<file path="config.mk">
export PLATFORM = sky130hd
export DESIGN_NAME = serializer
export DESIGN_NICKNAME = d
export VERILOG_FILES = /design/src/rtl/serializer.sv
export SDC_FILE = /design/constraint.sdc
export NUM_CORES = 2
export LEC_CHECK = 0
export BUFFER_PORTS_ARGS = -buffer_cell sky130_fd_sc_hd__buf_2
export CAP_MARGIN = 20
export CORE_MARGIN = 4
export CORE_UTILIZATION = 55
export CTS_CLUSTER_DIAMETER = 80
export DETAILED_ROUTE_END_ITERATION = 16
export PLACE_DENSITY = 0.77
export SETUP_SLACK_MARGIN = 0.05
export SLEW_MARGIN = 15
export SYNTH_ARGS = -nofsm -noshare
export SYNTH_HDL_FRONTEND = slang
export SYNTH_SLANG_ARGS = --single-unit
</file>
<file path="constraint.sdc">
create_clock -name clk -period 2.7 [get_ports clk]
set_input_delay 0.135 -clock clk [delete_from_list [all_inputs] [get_ports clk]]
set_output_delay 0.135 -clock clk [all_outputs]
set_load 0.1 [all_outputs]
</file>
<file path="src/rtl/serializer.sv">
// Wide-to-narrow converter: pops wide words from an upstream FWFT FIFO and pushes them
// downstream as out_bit_width segments, least-significant segment first.
module serializer #(
    parameter int in_bit_width  = 512,
    parameter int out_bit_width = 32
) (
    input  logic                     clk,
    input  logic                     reset,
    input  logic                     data_ready,
    output logic                     read_data,
    input  logic [in_bit_width-1:0]  data_in,
    input  logic                     space_available,
    output logic                     write_data,
    output logic [out_bit_width-1:0] data_out,
    output logic                     idle
);

    localparam int n_seg = in_bit_width / out_bit_width;
    localparam int cnt_w = (n_seg > 1) ? $clog2(n_seg) : 1;
    localparam logic [cnt_w-1:0] last_cnt = cnt_w'(n_seg - 1);

    logic [in_bit_width-1:0] pbuf;
    logic                    pvalid;
    logic [in_bit_width-1:0] sreg;
    logic                    busy;
    logic [cnt_w-1:0]        cnt;

    // Strobes are gated by reset so nothing moves on a reset edge.
    assign read_data  = !reset && data_ready && !pvalid;
    assign write_data = !reset && busy && space_available;
    assign data_out   = sreg[out_bit_width-1:0];
    assign idle       = !pvalid && !busy;

    // NOTE: every register here uses <= so all updates see pre-edge values of
    // pvalid/busy/cnt, which is what makes the pop and the transfer mutually exclusive.
    always_ff @(posedge clk) begin
        if (reset) begin
            pbuf   <= '0;
            pvalid <= 1'b0;
            sreg   <= '0;
            busy   <= 1'b0;
            cnt    <= '0;
        end else begin
            if (write_data) begin
                if (cnt == last_cnt) begin
                    cnt <= '0;
                    // Back-to-back reload from the prefetch avoids a bubble between words.
                    if (pvalid) begin
                        sreg   <= pbuf;
                        pvalid <= 1'b0;
                    end else begin
                        busy <= 1'b0;
                    end
                end else begin
                    sreg <= sreg >> out_bit_width;
                    cnt  <= cnt + 1'b1;
                end
            end else if (!busy && pvalid) begin
                sreg   <= pbuf;
                pvalid <= 1'b0;
                busy   <= 1'b1;
                cnt    <= '0;
            end

            // A pop only happens while pvalid=0, so it never collides with a transfer above.
            if (read_data) begin
                pbuf   <= data_in;
                pvalid <= 1'b1;
            end
        end
    end

endmodule

</file>
==> results.md <==
Setup path:
- The capturing element type of the critical path is an output pin.
- At the worst endpoint, the arrival time is 2.40 ns.
- In this design, the stage delay of the slowest critical-path cell is 0.42 ns.
- The source of the worst register-to-register timing path is cnt[0].
- The critical-path maximum fanout is 157.
- The signal on the critical path passes through nor3b_4 -> buf_12 -> buf_12 -> buf_12.
- The most critical setup path has its startpoint at pvalid.
- The kind of cell adding the most delay to the critical path is buffers and inverters.
- The dominant cell type by count on the critical path is buf_12.
- The number of buffers and inverters on the critical path is 3.
- Across all register-to-register paths, the minimum setup slack is 0.43 ns.
- The critical path is of the reg -> out type.
- The endpoint identified for the worst register-to-register timing path is pvalid.
- STA classifies the critical path startpoint as a register.
- The count of cells along the worst register-to-register path is 6.
- The data required time of the worst path is 2.57 ns.
- On the critical path, the stage with the largest delay is an instance of dfxtp_1.

Placement:
- The final weighted congestion in routability-driven placement is 0.878.
- In this run the tool buffered the top-level ports with 550 buffer cells.
- Once placement finished, the instance area stood at 41900 um^2.
- The placed wire-length estimate is 76400 um.
- Timing analysis after detailed placement gives a worst setup slack of 0.629 ns.

Clock tree:
- The number of buffers created by CTS is 102.
- The number of H-tree levels is 3.
- Clock tree synthesis found a total of 1030 sinks.
- The tree is rooted in a clkbuf_16.
- The number of buffers between clock root and the deepest sink is 3.
- The later pin in the worst-skew pair is clocked with a latency of 0.67 ns.
- TritonCTS built the clock tree.
- The number of setup buffers added after CTS is 0.
- The post-cts repair resize count is 0.
- Clock-pin slew was measured on the worst setup and hold paths at 0.06 ns.
- For this design, the CTS-stage hold fixing added 517 buffers.

Yosys:
- The area share of the leading cell type in the synthesized netlist is 53.1%.
- In the post-synthesis netlist, the biggest area contributors are dfxtp_1 (53%), nand2_1 (15%), a21oi_1 (13%).
- The post-synthesis area per instance is 7.61 um^2.
- When the netlist entered floorplanning its net count stood at 5614.
- In this run, distinct cell masters in the synthesized netlist total 25.
- After synthesis the netlist holds a flip-flop and latch count of 1030.
- Sequential cells were found to cover 53.1% of the synthesized design area.
- The synthesized cell area is 38800 um^2.
- After technology mapping, the gate count stands at 5097.
- The largest total area in the synthesized netlist belongs to dfxtp_1.
- For this run, the number of Yosys warnings is 0.

Global routing:
- The global router's overall resource usage is 35.3%.
- The via count of the first global-routing pass was 38.6k.
- The first global-routing pass estimated 213000 um of wire.
- The number of antenna violations at the first check in global routing was 12.
- Entering global routing, the biggest net connects 158 pins.
- For this run the aggregate overflow at the end of global routing stands at 0.

Pwr:
- Internal power comes to 27.3 mW.
- The switching portion of total power is 27.0%.
- Dividing total power by cell area gives a power density of 740 nW/um^2.
- The part of the total power dissipated in combinational logic is 13.3%.
- The analysis attributes to cell leakage a power of 20.1 nW.
- Summed over all nets, the switching power comes to 10.1 mW.
- The clock network accounts for 40.0% of the total power.
- The maximum resistive drop on vdd is 0.527 mV.
- The sequential group share of total power is 46.7%.

Min path:
- The worst hold path belongs to the class in -> reg.
- The startpoint identified for the worst hold timing path is data_in[218].
- The endpoint of the worst hold-timing path is pbuf[218].
- The worst hold path passes through 4 cells.

Final layout:
- The fraction of layout cells with a size suffix above 1 is 13.6%.
- The final standard cell area without fillers is 50600 um^2.
- The storage element area is 20600 um^2.
- Leaving out fill and tap cells, the most frequent cell in the layout is nand2_1.
- Leaving out fill and tap cells, the most frequent cells in the layout are nand2_1 (1539), dfxtp_1 (1030), a21oi_1 (994), o21ai_0 (992), buf_2 (549).
- The area growth from synthesis to layout is 30.5%.
- The number of filler instances in the final layout is 4863.
- The area of combinational cells with multiple inputs is 16100 um^2.
- The net count of the finished layout is 6388.

Die:
- The number of I/O pins is 551.
- The effective utilization at floorplan is 55.4%.
- The total area inside the core boundary comes to 70000 um^2.
- The overall die area is 74900 um^2.
- The floorplan has 97 rows.
- From bottom edge to top edge, the die measures 274 um.
- The die outline width is 274 um.

Route:
- The residual DRC count is 0.
- Using the TritonRoute via totals, the vias-per-cell ratio works out to 5.89.
- In the final routed layout, each cell accounts on average for 20.1 um.
- Summing over every cut layer, the via total after detailed routing is 40.7k.
- In this run the remaining antenna-violating nets after routing total 0.
- The number of optimization iterations in the first detailed-route pass is 8.
- The total detailed-routing wirelength is 139000 um.
- The number of DRC markers after the initial detailed-route iteration is 5832.

Timing:
- The total negative slack is 0 ns.
- The transition at the pin with the smallest max-transition slack is 0.668 ns.
- The top achievable clock speed is 395 MHz.
- The final setup violation count is 0.
- Setup repair after global routing left no endpoint under its margin.
- The max-slew violation count was 0.
- The number of hold violations in the final report is 0.
- The final clock period utilization by the worst path is 93.8%.
- The worst relative slew slack is 55.5%.
- The worst-case clock skew is 0.0304 ns.
- The final critical path time including I/O delays and setup is 2.53 ns.
- The least setup slack across all paths after layout is 0.168 ns.

Flow run:
- Across the run, the number of max-cap violations was 0.

Status:
- The run finished with clean final reports.
-- worst max-delay path by stage --
| stage | end | cells after the start |
|---|---|---|
| 2_1_floorplan | cnt[2] | 4 |
| 3_3_place_gp | sreg[250] | 5 |
| 3_5_place_dp | sreg[141] | 5 |
| 4_1_cts | read_data | 4 |
| 5_1_grt | read_data | 4 |
| 6_report | read_data | 4 |
-- flip-flops by register name (all words and copies together), names as in the netlist --
register,cells
sreg,512
pbuf,512
pvalid,1
busy,1
cnt,4
-- logic make-up (layout without fill, tap and decap cells) --
family | Yosys count | in the layout | synth area share (%)
compound gates | 1992 | 1992 | 25.8
simple gates | 1589 | 1589 | 15.6
flops | 1030 | 1030 | 53.1
buf+inv | 484 | 1341 | 5.44
fa+ha+maj | 1 | 1 | 0.0322
xor+xnor | 1 | 1 | 0.0226
other cells | 0 | 11 | 0
-- Yosys cell counts --
library cell and instances:
o22a_1 1, xnor2_1 1, nor2_1 9, nand3_1 34, buf_1 1, inv_2 1
buf_2 95, nand3b_4 1, or2_2 1, o21ai_0 992, and3_1 1, clkbuf_1 339
nor3_1 1, a311oi_1 2, dfxtp_1 1030, o22ai_4 1, nor3b_2 1, buf_4 47
a32o_1 1, inv_1 1, a22oi_1 1, ha_1 1, and2b_1 1, nand2_1 1540
a21oi_1 994
-- per-layer routing --
layer	global-route usage (%)	share of wire [%]	vias up
li1	-	-	18600
met1	47.7	40	18900
met2	52.6	44	2603
met3	6.73	9.6	599
met4	21.3	6.8	0
met5	0	0	-
-- stage by stage --
stage	hold WS, ns	std cells	utilization (%)	power (mW)
after global placement	0.330	6190	59.8	21.7
after global routing	0.192	6904	72.3	38.7
after floorplan	0.244	5097	-	20.2
after CTS	0.167	6894	72.2	37.1
final	0.207	6905	72.3	37.4
after detailed placement	0.333	6190	59.8	21.8
-- final cells by class --
type	instances	share of cell area (%)
sequential	1030	40.7
multi-input combinational	3583	31.8
timing repair buffer	1152	18.1
clock buffer	152	5.99
tap	940	2.32
clock inverter	35	0.991
antenna	11	0.0544
inverter	2	0.0297
-- worst register-to-register path, stage by stage, from the launching register on --
cell and delay (ns):
dfxtp_1 0.37, ha_1 0.20, nand3_1 0.23, nand2_4 0.28
buf_12 0.34, a311oi_1 0.15, dlygate4sd3_1 0.59
-- power groups by stage --
stage | sequential [mW] | clock (mW) | combinational (mW)
6_report | 17.5 | 15.0 | 4.96
3_3_place_gp | 17.7 | 0 | 4.02
4_1_cts | 17.4 | 15.0 | 4.73
3_5_place_dp | 17.7 | 0 | 4.10
2_1_floorplan | 17.3 | 0 | 2.92
5_1_grt | 17.6 | 15.7 | 5.42
Power figures use the tool's default switching activity.
